--- src/rtl/core_ctrl_pkg.sv ---
// Shared control encodings for the multi-cycle core: ALU operation codes,
// instruction opcode/funct values, datapath mux selects and the FSM state type.
package core_ctrl_pkg;

    // ALU operation codes driven on ALUctl
    localparam logic [3:0] ALU_AND   = 4'd0;
    localparam logic [3:0] ALU_OR    = 4'd1;
    localparam logic [3:0] ALU_ADD   = 4'd2;
    localparam logic [3:0] ALU_SUB   = 4'd6;
    localparam logic [3:0] ALU_SLT   = 4'd7;
    localparam logic [3:0] ALU_SGE   = 4'd8;
    localparam logic [3:0] ALU_PASSA = 4'd9;
    localparam logic [3:0] ALU_PASSB = 4'd10;
    localparam logic [3:0] ALU_NOR   = 4'd12;

    // Primary opcodes (IR[31:26])
    localparam logic [5:0] OP_RTYPE = 6'h00;
    localparam logic [5:0] OP_J     = 6'h02;
    localparam logic [5:0] OP_BEQ   = 6'h04;
    localparam logic [5:0] OP_BNE   = 6'h05;
    localparam logic [5:0] OP_ADDI  = 6'h08;
    localparam logic [5:0] OP_LW    = 6'h23;
    localparam logic [5:0] OP_SW    = 6'h2B;

    // R-type function codes (IR[5:0])
    localparam logic [5:0] FN_ADD = 6'h20;
    localparam logic [5:0] FN_SUB = 6'h22;
    localparam logic [5:0] FN_AND = 6'h24;
    localparam logic [5:0] FN_OR  = 6'h25;
    localparam logic [5:0] FN_NOR = 6'h27;
    localparam logic [5:0] FN_SLT = 6'h2A;

    // ALU B-operand select
    localparam logic [1:0] SRCB_RT     = 2'd0;
    localparam logic [1:0] SRCB_FOUR   = 2'd1;
    localparam logic [1:0] SRCB_IMM    = 2'd2;
    localparam logic [1:0] SRCB_IMM_SH = 2'd3;

    // PC source select
    localparam logic [1:0] PCSRC_ALU    = 2'd0;
    localparam logic [1:0] PCSRC_ALUOUT = 2'd1;
    localparam logic [1:0] PCSRC_JUMP   = 2'd2;

    typedef enum logic [3:0] {
        ST_IDLE     = 4'd0,
        ST_FETCH    = 4'd1,
        ST_DECODE   = 4'd2,
        ST_EXEC_R   = 4'd3,
        ST_R_WB     = 4'd4,
        ST_EXEC_I   = 4'd5,
        ST_I_WB     = 4'd6,
        ST_MEM_ADDR = 4'd7,
        ST_MEM_RD   = 4'd8,
        ST_MEM_WR   = 4'd9,
        ST_MEM_WB   = 4'd10,
        ST_BRANCH   = 4'd11,
        ST_JUMP     = 4'd12,
        ST_TRAP     = 4'd13
    } state_t;

endpackage

--- src/rtl/alu_ctl_decode.sv ---
// R-type funct decoder: maps funct to an ALU operation code and flags
// function codes the core does not implement.
module alu_ctl_decode
    import core_ctrl_pkg::*;
(
    input  logic [5:0] funct,
    output logic [3:0] alu_ctl,
    output logic       illegal
);

    // Pure lookup; unknown funct yields AND with the illegal flag raised
    always_comb begin
        alu_ctl = ALU_AND;
        illegal = 1'b0;
        case (funct)
            FN_ADD:  alu_ctl = ALU_ADD;
            FN_SUB:  alu_ctl = ALU_SUB;
            FN_AND:  alu_ctl = ALU_AND;
            FN_OR:   alu_ctl = ALU_OR;
            FN_NOR:  alu_ctl = ALU_NOR;
            FN_SLT:  alu_ctl = ALU_SLT;
            default: illegal = 1'b1;
        endcase
    end

endmodule

--- src/rtl/multicycle_ctrl.sv ---
// Multi-cycle control FSM: sequences fetch/decode/execute/memory/writeback,
// drives the datapath mux selects, ALU control and memory handshake, counts
// retired instructions and traps on illegal encodings or memory timeout.
module multicycle_ctrl
    import core_ctrl_pkg::*;
#(
    parameter int MEM_TIMEOUT = 0,
    parameter int CNT_W       = 32
) (
    input  logic             clk,
    input  logic             rst_n,
    input  logic [5:0]       opcode,
    input  logic [5:0]       funct,
    input  logic             Zero,
    input  logic             mem_ready,
    output logic [3:0]       ALUctl,
    output logic             ALUSrcA,
    output logic [1:0]       ALUSrcB,
    output logic             IorD,
    output logic             MemRead,
    output logic             MemWrite,
    output logic             IRWrite,
    output logic             RegWrite,
    output logic             RegDst,
    output logic             MemToReg,
    output logic             PCWrite,
    output logic [1:0]       PCSource,
    output logic             Trap,
    output logic [CNT_W-1:0] retired
);

    localparam logic [31:0] TO_LIMIT = 32'(MEM_TIMEOUT);

    state_t            state_reg, state_next;
    logic [31:0]       to_cnt_reg, to_cnt_next;
    logic [CNT_W-1:0]  retired_reg;
    logic              retire_inc;
    logic              timeout_hit;
    logic [3:0]        dec_alu;
    logic              dec_illegal;

    alu_ctl_decode u_alu_ctl_decode (
        .funct   (funct),
        .alu_ctl (dec_alu),
        .illegal (dec_illegal)
    );

    // The current stalled cycle is the last one allowed before trapping
    assign timeout_hit = (TO_LIMIT != 32'd0) && (to_cnt_reg == TO_LIMIT - 32'd1);
    assign retired     = retired_reg;

    // State, stall counter and retire counter; reset drops every strobe at once
    always_ff @(posedge clk or negedge rst_n) begin
        if (!rst_n) begin
            state_reg   <= ST_IDLE;
            to_cnt_reg  <= '0;
            retired_reg <= '0;
        end else begin
            state_reg  <= state_next;
            to_cnt_reg <= to_cnt_next;
            if (retire_inc)
                retired_reg <= retired_reg + CNT_W'(1);
        end
    end

    // Next-state and output decode. Outputs follow the state register except
    // the BRANCH PC strobe (Zero) and the FETCH IR/PC strobes, which must
    // coincide with the memory handshake completing.
    always_comb begin
        state_next  = state_reg;
        to_cnt_next = '0;
        retire_inc  = 1'b0;
        ALUctl      = ALU_AND;
        ALUSrcA     = 1'b0;
        ALUSrcB     = SRCB_RT;
        IorD        = 1'b0;
        MemRead     = 1'b0;
        MemWrite    = 1'b0;
        IRWrite     = 1'b0;
        RegWrite    = 1'b0;
        RegDst      = 1'b0;
        MemToReg    = 1'b0;
        PCWrite     = 1'b0;
        PCSource    = PCSRC_ALU;
        Trap        = 1'b0;

        case (state_reg)
            ST_IDLE: state_next = ST_FETCH;

            ST_FETCH: begin
                MemRead = 1'b1;
                ALUSrcB = SRCB_FOUR;
                ALUctl  = ALU_ADD;
                if (mem_ready) begin
                    IRWrite    = 1'b1;
                    PCWrite    = 1'b1;
                    state_next = ST_DECODE;
                end else if (timeout_hit) begin
                    state_next = ST_TRAP;
                end else begin
                    to_cnt_next = to_cnt_reg + 32'd1;
                end
            end

            ST_DECODE: begin
                ALUSrcB = SRCB_IMM_SH;
                ALUctl  = ALU_ADD;
                case (opcode)
                    OP_RTYPE:     state_next = ST_EXEC_R;
                    OP_LW, OP_SW: state_next = ST_MEM_ADDR;
                    OP_BEQ,
                    OP_BNE:       state_next = ST_BRANCH;
                    OP_ADDI:      state_next = ST_EXEC_I;
                    OP_J:         state_next = ST_JUMP;
                    default:      state_next = ST_TRAP;
                endcase
            end

            ST_EXEC_R: begin
                ALUSrcA    = 1'b1;
                ALUSrcB    = SRCB_RT;
                ALUctl     = dec_alu;
                state_next = dec_illegal ? ST_TRAP : ST_R_WB;
            end

            ST_R_WB: begin
                RegWrite   = 1'b1;
                RegDst     = 1'b1;
                retire_inc = 1'b1;
                state_next = ST_FETCH;
            end

            ST_EXEC_I: begin
                ALUSrcA    = 1'b1;
                ALUSrcB    = SRCB_IMM;
                ALUctl     = ALU_ADD;
                state_next = ST_I_WB;
            end

            ST_I_WB: begin
                RegWrite   = 1'b1;
                retire_inc = 1'b1;
                state_next = ST_FETCH;
            end

            ST_MEM_ADDR: begin
                ALUSrcA    = 1'b1;
                ALUSrcB    = SRCB_IMM;
                ALUctl     = ALU_ADD;
                state_next = (opcode == OP_LW) ? ST_MEM_RD : ST_MEM_WR;
            end

            ST_MEM_RD: begin
                MemRead = 1'b1;
                IorD    = 1'b1;
                if (mem_ready)
                    state_next = ST_MEM_WB;
                else if (timeout_hit)
                    state_next = ST_TRAP;
                else
                    to_cnt_next = to_cnt_reg + 32'd1;
            end

            ST_MEM_WB: begin
                RegWrite   = 1'b1;
                MemToReg   = 1'b1;
                retire_inc = 1'b1;
                state_next = ST_FETCH;
            end

            ST_MEM_WR: begin
                MemWrite = 1'b1;
                IorD     = 1'b1;
                if (mem_ready) begin
                    retire_inc = 1'b1;
                    state_next = ST_FETCH;
                end else if (timeout_hit) begin
                    state_next = ST_TRAP;
                end else begin
                    to_cnt_next = to_cnt_reg + 32'd1;
                end
            end

            ST_BRANCH: begin
                ALUSrcA    = 1'b1;
                ALUSrcB    = SRCB_RT;
                ALUctl     = ALU_SUB;
                PCSource   = PCSRC_ALUOUT;
                PCWrite    = (opcode == OP_BNE) ? !Zero : Zero;
                retire_inc = 1'b1;
                state_next = ST_FETCH;
            end

            ST_JUMP: begin
                PCWrite    = 1'b1;
                PCSource   = PCSRC_JUMP;
                retire_inc = 1'b1;
                state_next = ST_FETCH;
            end

            ST_TRAP: Trap = 1'b1;

            default: state_next = ST_TRAP;
        endcase
    end

endmodule
--- config.mk ---
export PLATFORM = sky130hd
export DESIGN_NAME = multicycle_ctrl
export DESIGN_NICKNAME = d
export VERILOG_FILES = /design/src/rtl/core_ctrl_pkg.sv /design/src/rtl/alu_ctl_decode.sv /design/src/rtl/multicycle_ctrl.sv
export SDC_FILE = /design/constraint.sdc
export NUM_CORES = 1
export LEC_CHECK = 0
export ABC_AREA = 1
export CORE_MARGIN = 8
export CORE_UTILIZATION = 40
export DETAILED_ROUTE_END_ITERATION = 10
export MAX_ROUTING_LAYER = met4
export PLACE_DENSITY_LB_ADDON = 0.1
export SLEW_MARGIN = 5
export SYNTH_ARGS = -nofsm -noshare
export SYNTH_HDL_FRONTEND = slang
export SYNTH_HIERARCHICAL = 1
export SYNTH_SLANG_ARGS = --single-unit
--- constraint.sdc ---
create_clock -name clk -period 2.7 [get_ports clk]
set_clock_uncertainty 0.2 [all_clocks]
set_input_delay 0.54 -clock clk [delete_from_list [all_inputs] [get_ports clk]]
set_output_delay 0.54 -clock clk [all_outputs]
set_load 0.01 [all_outputs]
Word-level counts from Yosys, hierarchy flattened
Index checks and enable logic that the tools add are counted.
{"block": "word_totals", "elab_cells": 71, "register_bits": 36, "romBits": 0, "memories": 0, "ramBits": 0, "in_bits": 16, "latchBits": 0, "output_inout_bits": 50}
{"block": "classes", "n_eq_ne": 28, "muxes": 24, "shift": 0, "div": 0, "addsub": 1, "order_cmp": 0, "bitwise_logic": 1, "n_reduce_logical": 15, "mul": 0}
{"op": "equality test 6 bit, second input constant", "count": 8}
{"op": "one-hot mux 4 bit (5 select lines)", "count": 2}
{"op": "one-hot mux 4 bit (9 select lines)", "count": 1}
{"op": "adder 32 x 1 -> 32 bit, second input constant", "count": 1}
{"op": "equality test 4 bit, second input constant", "count": 6}
{"op": "equality test 4 x 3 -> 1 bit, second input constant", "count": 4}
{"op": "2-to-1 mux 4 bit", "count": 4}
{"op": "equality test 6 x 3 -> 1 bit, second input constant", "count": 2}
{"op": "2-to-1 mux 1 bit", "count": 12}
{"op": "one-hot mux 4 bit (3 select lines)", "count": 1}
{"op": "OR reduction 6 bit", "count": 2}
{"op": "OR reduction 2 bit", "count": 5}
{"op": "equality test 4 x 2 -> 1 bit, second input constant", "count": 2}
{"op": "OR reduction 4 bit", "count": 2}
{"op": "equality test 6 x 2 -> 1 bit, second input constant", "count": 1}
{"op": "equality test 6 x 4 -> 1 bit, second input constant", "count": 1}
{"op": "zero test 6 bit", "count": 1}
{"op": "!= test 2 bit, second input constant", "count": 3}
{"op": "one-hot mux 2 bit (3 select lines)", "count": 1}
{"op": "OR reduction 5 bit", "count": 1}
{"op": "equality test 4 x 1 -> 1 bit, second input constant", "count": 1}
{"op": "zero test 4 bit", "count": 1}
{"op": "one-hot mux 2 bit (2 select lines)", "count": 1}
{"op": "AND reduction 4 bit", "count": 1}
{"op": "other kinds (5)", "count": 5}

Longest topological paths before layout
{"block": "depth", "word_depth": 4, "ltp_mapped": 11, "ltp_nobuf": 11}

Modules after synthesis
The synthesis kept the hierarchy.
{"mod": "multicycle_ctrl", "seq_area_each_um2": 900.9, "cells_each": 425, "area_per_inst_um2": 2621.3, "instances": 1}
{"mod": "alu_ctl_decode", "seq_area_each_um2": 0.0, "cells_each": 22, "area_per_inst_um2": 112.6, "instances": 1}

Worst setup path before layout
No wires, ideal clock.
{"block": "synth_timing", "kind": "reg2out", "start": "register state_reg[0]", "end": "output ALUctl[1]", "path_buffers": 0, "arrival_ns": 1.240, "path_slack_ns": 0.720, "path_stages_with_launch": 8, "required_ns": 1.960, "path_cell_list": "dfrtp_1 > inv_2 > nand2_1 > nor3_1 > nor2_1 > inv_1 > a21oi_1 > nand3_1"}
{"block": "synth_via", "elab_chain_len": 3, "elab_cells_between_ends": 8, "cone_classes": "eq/ne (6); mux (1); reduce/logical (1)"}
{"element": "from (decl)", "line_no": "multicycle_ctrl.sv:34", "text": "state_t state_reg, state_next;"}
{"element": "from (signal assigned)", "line_no": "multicycle_ctrl.sv:59", "text": "state_reg <= state_next;"}
{"element": "equality test 4 x 2 -> 1 bit, or another cell as far along", "line_no": "multicycle_ctrl.sv:87", "text": "case (state_reg)"}
{"element": "OR reduction 4 bit (no source line)"}
{"element": "one-hot mux 4 bit (3 select lines) *", "line_no": "multicycle_ctrl.sv:87"}
{"element": "to (decl)", "line_no": "multicycle_ctrl.sv:16", "text": "output logic [3:0] ALUctl,"}
Mark *: on every way between the ends. The rest lies on a longest branch, timed or not.

Final worst setup path
{"block": "layout_timing", "start": "input funct[5]", "end": "output ALUctl[0]"}
{"block": "layout_via", "elab_chain_len": 3, "elab_cells_between_ends": 7, "cone_classes": "eq/ne (5); mux (2)"}
{"element": "from (decl)", "line_no": "multicycle_ctrl.sv:13", "text": "input logic [5:0] funct,"}
{"element": "equality test 6 bit", "line_no": "alu_ctl_decode.sv:15", "text": "case (funct)"}
{"element": "one-hot mux 4 bit (5 select lines) *", "line_no": "alu_ctl_decode.sv:15"}
{"element": "net dec_alu[0]", "line_no": "multicycle_ctrl.sv:39", "text": "logic [3:0] dec_alu;"}
{"element": "one-hot mux 4 bit (3 select lines) *", "line_no": "multicycle_ctrl.sv:87"}
The timed path passes the listed nets; every way through them passes the cells marked *.

==> flow_metrics.py <==
metrics = {
    "clock_tree": {
        "h-tree-depth": 2,
        "clk-insertion-delay-late_ps": 290,
        "cts_root_buf": "clkbuf_8",
        "clk_pin_slew_worst_paths_ps": 80,
        "clkSinkCount": 36,
        "cts_tree": "yes",
        "cts_made_buffers": 5,
        "cts_buffer_depth": 2,
        "postCtsHoldBufs": 0,
    },
    "grt": {
        "antenna_found_initial": 0,
        "grt_max_degree": 37,
        "gr-total-overflow": 0,
        "grt_pass1_wl_mm": 13.39,
        "grtUsageTotal_pct": 17.20,
        "grt_pass1_vias": 2870,
    },
    "critical_path": {
        "cpMostUsedCell": "inv_1",
        "crit_required_ps": 1960,
        "critPathMaxFanout": 5,
        "arrival_ps": 1870,
        "critical-path-max-stage-delay_ps": 450,
        "crit_slowest_cell": "clkdlybuf4s50_1",
        "crit_path_cell_trace": "clkdlybuf4s50_1, inv_1, nor2_4, nand4_1, o21ai_1, inv_1, nor2_1, clkdlybuf4s15_1",
        "startpoint_type": "primary input",
        "end_kind": "output port",
        "path_class": "primary input to output port",
    },
    "yosys": {
        "synthCells": 447,
        "synth_area_per_cell_sq_um": 6.116,
        "synthTopCellsByCount": "nand2_1 (200), nor2_1 (79), inv_1 (41)",
        "synth_seq_cells": 36,
        "synthArstFlopShare_pct": 100.0,
        "synth_edf_count": 0,
        "synth_top_flop_cell": "dfrtp_1",
        "netlist_area_sq_um": 2734,
        "ys_warn_count": 6,
        "yosysTopAreaCell": "dfrtp_1",
        "post-synth-top-count-cell": "nand2_1",
        "synth_nets": 464,
        "yosysUniqueCellTypes": 26,
        "synth_top_area_share_pct": 32.95,
        "synthTopCellsByArea": "dfrtp_1 (33%), nand2_1 (27%), nor2_1 (11%), inv_1 (5.6%), nand3b_1 (4.1%)",
        "seq_area_frac_synth_pct": 32.95,
    },
    "timing": {
        "worst_pin_slew_ps": 827.1,
        "max_freq_mhz": 383.8,
        "fin_crit_sh_pct": 96.50,
        "slew_headroom_pct": 44.86,
        "setup_violations": 0,
        "rsz0062_at_grt": "no",
        "finalHoldViolCount": 0,
        "timing.setup.tns_ps": 0,
        "period_minus_slack_ps": 2605,
        "slew_violations": 0,
    },
    "layout": {
        "layout.nets": 545,
        "drive_gt1_share_pct": 8.318,
        "diodes": 0,
        "synthToLayoutAreaGrowth_pct": 33.50,
        "largest_reg_flops": 32,
        "final_cell_area_sq_um": 3650,
        "postLayoutCoreUtil_pct": 54.32,
    },
    "hold_path": {
        "hold_path_class": "primary input to asynchronous set/reset pin",
    },
    "die": {
        "initial_core_util_pct": 40.69,
        "coreArea_sq_um": 6719,
        "io_pins": 66,
        "dieArea_sq_um": 9736,
        "dieHeight_um": 98.67,
        "dieWidth_um": 98.67,
        "placementRows": 30,
    },
    "placement": {
        "port_buffers": 65,
        "gp_congestion": 0.9185,
        "dpl.hpwl_mm": 6.184,
        "dpl_cell_area_sq_um": 3541,
    },
    "drt": {
        "ant_nets": 0,
        "drtIter0Drc": 150,
        "via_count": 2956,
        "wl_per_cell_um": 12.88,
        "first_pass_iters": 5,
        "drc": 0,
        "wirelength_mm": 7.842,
        "routed_via_density": 4.854,
    },
    "flow_run": {
        "cap_violations": 0,
    },
    "outcome": {
        "status": "finished clean",
    },
    "power": {
        "p_leak_nw": 1.774,
        "power.density_nw_per_um2": 613.0,
        "peakVddDrop_mv": 0.4282,
    },
}
## final timing paths
| kind | startpoint | to | slack, ps | depth (start not counted) |
|---|---|---|---|---|
| setup / recovery | funct[5] | ALUctl[0] | 90 | 8 |
| hold / removal | rst_n | retired[2] | 140 | 1 |
| setup reg to reg | retired[0] | retired[26] | 740 | 9 |
| hold reg to reg | retired[3] | retired[3] | 330 | 1 |
| max in group asynchronous | rst_n | state_reg[3] | 1590 | 1 |
| min in group clk | retired[3] | retired[3] | 330 | 1 |
## routing by layer
| layer | wire length, um | vias to the layer above | global-route usage [%] |
|---|---|---|---|
| met4 | 96 | 0 | 4.841 |
| met1 | 3700 | 1336 | 21.78 |
| met3 | 380 | 10 | 3.030 |
| li1 | - | 1529 | - |
| met2 | 3665 | 81 | 27.47 |
| met5 | 0 | - | - |
## power by group
part | switching (mW) | total [mW] | internal (mW)
Sequential | 0.105 | 0.713 | 0.609
Clock | 0.198 | 0.402 | 0.204
Combinational | 0.661 | 1.12 | 0.461
## cell type report
type | instances | area, sq um
well taps | 80 | 100.1
clock buffers | 6 | 82.58
fillers | 691 | 3069
clock inverters | 2 | 10.01
multi-input cells | 361 | 1644
inverters | 45 | 168.9
repair buffers | 79 | 742.0
flip-flops and latches | 36 | 902.1
## worst max-delay path, delay by kind of cell
family                 cells  cell delay (ps)
AO/OA/AOI/OAI              1              160
buffers and inverters      4              810
AND/OR/NAND/NOR            3              350
## cells in the final DEF (no fill, tap or decap), types with 2 or more instances in the layout
master,n
nand2_1,200
nor2_1,76
clkdlybuf4s50_1,56
inv_1,41
dfrtp_1,35
nand3_1,18
nand3b_1,15
buf_4,14
xnor2_1,11
nand4_1,8
nor2_2,7
clkbuf_8,6
xor2_1,5
dlygate4sd2_1,5
inv_2,4
a21oi_1,4
nor2_4,3
o21ai_0,3
clkinv_2,2
## cells by family (layout without fill, tap and decap cells)
kind of cell / Yosys count / count (layout) / synth area share (%)
AO/OA/AOI/OAI: 11 / 11 / 2.379
XOR/XNOR: 16 / 16 / 5.126
adder cells (fa/ha/maj): 1 / 1 / 0.4576
buffers and inverters: 50 / 132 / 7.505
flip-flops: 36 / 36 / 32.95
AND/OR/NAND/NOR: 333 / 333 / 51.58
## what timing repair did
| item | in CTS | in global routing |
|---|---|---|
| resized for setup | 9 | 8 |
| endpoints found under the setup margin | 5 | 6 |
| pin swaps | 0 | 2 |
| setup buffers | 0 | 1 |
## stage by stage
step	hold slack [ps]	setup WS (ps)	std cells	power, mW
2_1_floorplan	44.41	720.3	447	1.388
3_3_place_gp	304.4	-148.4	600	1.854
3_5_place_dp	315.5	-211.0	600	1.864
4_1_cts	162.9	6.463	608	2.253
5_1_grt	200.2	6.483	609	2.412
6_report	136.8	94.51	609	2.237
No activity file was read; power rests on OpenSTA's default activity.
==> edit 1 (same flow settings) <==
Change the parameter `CNT_W` from 32 to 64.
--- a/src/rtl/multicycle_ctrl.sv
+++ b/src/rtl/multicycle_ctrl.sv
@@ -6,5 +6,5 @@
 #(
     parameter int MEM_TIMEOUT = 0,
-    parameter int CNT_W       = 32
+    parameter int CNT_W       = 64
 ) (
     input  logic             clk,
Interface: changed (resized retired); port bits go from 66 to 98. The function was not compared with the original's and may differ.
==> edit 1 against the unedited design <==
Total power rose by 64%. Via count rose by 74%. Cell area rose by 73%. Setup slack improved by 5.8 ps. Critical path depth fell by 2. Utilization fell by 1.0 points. Sequential cell count rose by 32. Area after synthesis rose by 76%. Clock power rose to 3.1 times the old value. Wire length rose by 100%. Combinational power rose by 9%.
==> edit 1: results (changes against the unedited design) <==
* Layout cells sized above 1 at 6.697% (-1.6 points)
* Port bufs at 97 (+49%)
* DRT iter0 DRCs at 372 (+150%)
* Via Count at 5134 (+74%)
* Outcome: finished, final reports clean
* H-tree Lvls at 3 (+1)
* Clk_lat worst skew at 350 ps (+60 ps)
* Overall routing resource usage at 21.30% (+4.1 points)
* Routability Congestion at 0.8926 (-2.8%)
* Leak at 2.705 nW (+52%)
* CP Max Fanout at 6 (+1)
* Worst R2R End: retired[46]$_DFFE_PN0P_
* Syn nets at 779 (+68%)
* Largest net degree at the start of global routing at 69 (+86%)
* Sequential area share after synthesis at 35.43% (+2.5 points)
* Async SR Flop Fraction at 100.0% (unchanged)
* DP Area at 6017 sq um (+70%)
* Wire per inst at 15.62 um (+21%)
* FF-to-FF setup slack at 340 ps (-400 ps)
* Clk root buf: clkbuf_16
* Synth top cells by count: nand2_1 (279), nor2_1 (162), inv_1 (80)
* DP Wirelength at 12640 um (+100%)
* Slew HR at 72.31% (+27 points)
* Global-route wire length before repair at 26070 um (+95%)
* Maximum VDD drop at 0.4117 mV (-3.9%)
* Final-stage net count at 893 (+64%)
* Worst Reg-to-Reg Cells at 8 (-1)
* WHS at 10.97 ps (-125.8 ps)
* Reg clk slew, reported paths at 60 ps (-20 ps)
## edit 1: power by group
| group | internal, W | leakage, nW | switching, W |
|---|---|---|---|
| sequential | 0.00109 | 0.929 | 0.000107 |
| combinational | 0.000461 | 1.63 | 0.000758 |
| clock | 0.000739 | 0.144 | 0.000506 |
| total | 0.00229 | 2.70 | 0.00137 |
## edit 1: logic make-up (layout without fill, tap and decap cells)
logic type	count (synthesis)	count (layout)	synth area share, %
AO/OA/AOI/OAI	40	40	4.506
XOR/XNOR	35	35	6.382
adder cells (fa/ha/maj)	1	1	0.2604
buffers and inverters	90	209	7.762
flip-flops	68	68	35.43
AND/OR/NAND/NOR	528	528	45.66
## edit 1: layout make-up
class,instances,area [sq um]
clock inverter,6,63.81
sequential,68,1703
tap,147,183.9
clock buffer,10,239.0
fill,1261,5542
multi-input combinational,604,2734
timing repair buffer,110,1082
inverter,83,314.1
## edit 1: per-stage QoR
stage	cells	power [W]	setup slack, ps	setup TNS (ps)
after floorplan	762	0.001951	720.0	0
after global placement	1012	0.002466	-158.0	-679.2
after detailed placement	1012	0.002461	-246.9	-995.4
after CTS	1028	0.003689	8.953	0
after global routing	1028	0.003863	2.291	0
final	1028	0.003660	100.3	0
## edit 1: metal layers
layer  routed length [um]  vias to the layer above  GRT usage (%)
li1                     -                     2595              -
met1                 7629                     2383          27.47
met2                 7306                      131          32.39
met3                  774                       25          3.867
met4                  348                        0          8.453
met5                    0                        -              -
## edit 1: worst max-delay path: stages (launching register included)
cell             delay (ps)
dfrtp_1                 460
inv_2                   110
nand2_1                 100
nor2_1                  150
inv_1                    90
nand2_1                  70
clkdlybuf4s50_1         530
## edit 1: worst max path at each step
stage | startpoint | end
detailed placement | opcode[4] | PCWrite
global route | state_reg[1]$_DFFE_PN0P_ | ALUSrcB[0]
finish | state_reg[2]$_DFFE_PN0P_ | ALUSrcB[0]
global placement | funct[5] | ALUctl[0]
CTS | state_reg[1]$_DFFE_PN0P_ | IRWrite
floorplan | opcode[5] | PCWrite
## edit 1: repair_timing
item,in CTS,in global routing
endpoints found under the setup margin,5,10
pin swaps,0,2
gates resized for setup,8,13
==> edit 2 (config.mk and constraints unchanged) <==
Without the edit above. Put one more register stage on the output `retired`, cleared by the reset. The value now appears one clock later. The other outputs are not delayed to match.
--- a/src/rtl/multicycle_ctrl.sv
+++ b/src/rtl/multicycle_ctrl.sv
@@ -48,5 +48,11 @@
     // The current stalled cycle is the last one allowed before trapping
     assign timeout_hit = (TO_LIMIT != 32'd0) && (to_cnt_reg == TO_LIMIT - 32'd1);
-    assign retired     = retired_reg;
+    always_ff @(posedge clk or negedge rst_n) begin
+        if (!rst_n) begin
+            retired <= '0;
+        end else begin
+            retired <= retired_reg;
+        end
+    end
 
     // State, stall counter and retire counter; reset drops every strobe at once
Function: changed (Yosys sat finds a counterexample within 10 cycles, from zero or initial values and one cycle with rst_n low).
==> edit 2 against the unedited design <==
Area after synthesis up 27%. Setup slack lost 5.2 ps. Sequential power is 75% higher. Sequential cell count is 32 higher. Cell area rose by 25%. Total power grew 48%. Wire length rose by 10%. Critical path type is now flop to output pin.
==> edit 2: results (changes against the unedited design) <==
* Outcome: finished, final reports clean
* Inserted Clock Buffers at 9 (+4)
* Leak at 2.198 nW (+24%)
* Final-stage net count at 564 (+3.5%)
* DRT iter0 DRCs at 130 (-13%)
* Register cell area after layout at 1702 sq um (+89%)
* Overall routing resource usage at 16.05% (-1.1 points)
* Multi-In Gates at 344 (-4.7%)
* Design area at 4559 sq um (+25%)
* Multi-input gate area at 1593 sq um (-3.1%)
* DR vias/cell at 4.719 (-2.8%)
* Largest net degree at the start of global routing at 43 (+16%)
* Inverters at 46 (+2.2%)
* DP Area at 4325 sq um (+22%)
* Syn nets at 480 (+3.4%)
* Post-Syn Instances at 463 (+3.6%)
* Clk_buf instances at 10 (+4)
* Vias in the first global route at 3110 (+8.4%)
* Synth top cells by count: nand2_1 (184), nor2_1 (69), dfrtp_1 (68)
* FF+latch count, synth at 68 (+89%)
* CP Max Fanout at 4 (-1)
* Cells after DPL at 643 (+7.2%)
* Layout cells sized above 1 at 9.982% (+1.7 points)
* Int Power at 0.002123 W (+67%)
* Buffers excl. clock at 78 (-1.3%)
* DP Wirelength at 6767 um (+9.4%)
* Sequential area share after synthesis at 48.89% (+16 points)
* Die extent in x at 109.3 um (+11%)
* Clock network area share at 4.501% (+2.0 points)
* DRT Wirelength at 8648 um (+10%)
-- edit 2: cell families (layout without fill, tap and decap cells) --
logic type / after synthesis / after routing / synth area share, %
and+or+nand+nor: 310 / 310 / 37.89
DFF: 68 / 68 / 48.89
buffers and inverters: 51 / 139 / 6.075
AOI/OAI and AO/OA: 17 / 17 / 2.768
xor gates and xnor gates: 16 / 16 / 4.026
adders and majority gates: 1 / 1 / 0.3594
-- edit 2: final timing paths --
| kind | startpoint | endpoint | slack [ps] | cells past startpoint |
|---|---|---|---|---|
| max | state_reg[3]$_DFFE_PN0P_ | ALUSrcB[1] | 90 | 6 |
| min | rst_n | retired_reg[2]$_DFFE_PN0P_ | 10 | 1 |
| max reg2reg | state_reg[0]$_DFFE_PN0P_ | retired_reg[15]$_DFFE_PN0P_ | 720 | 8 |
| min reg2reg | retired_reg[31]$_DFFE_PN0P_ | retired[31]$_DFF_PN0_ | 220 | 0 |
| max in group asynchronous | rst_n | retired[26]$_DFF_PN0_ | 1660 | 2 |
| min in group clk | retired_reg[31]$_DFFE_PN0P_ | retired[31]$_DFF_PN0_ | 220 | 0 |
-- edit 2: power groups by stage --
stage                     registers [W]  clock network, W  logic, W
after floorplan                 0.00126                 0  0.000703
after global placement          0.00127                 0   0.00120
after detailed placement        0.00127                 0   0.00119
after CTS                       0.00125          0.000907   0.00119
after global routing            0.00127          0.000954   0.00131
final                           0.00125          0.000884   0.00117
-- edit 2: repair_timing --
item,in CTS,in global routing
gates cloned,0,0
resized for setup,7,11
pin swaps,0,2
hold buffers,0,0
endpoints found under the setup margin,5,7
buffers inserted,0,1
-- edit 2: metal layers --
| metal | wire, um | global-route usage, % |
|---|---|---|
| met1 | 4119 | 20.12 |
| met4 | 187 | 6.557 |
| met5 | 0 | - |
| met2 | 3934 | 24.78 |
| met3 | 408 | 3.310 |
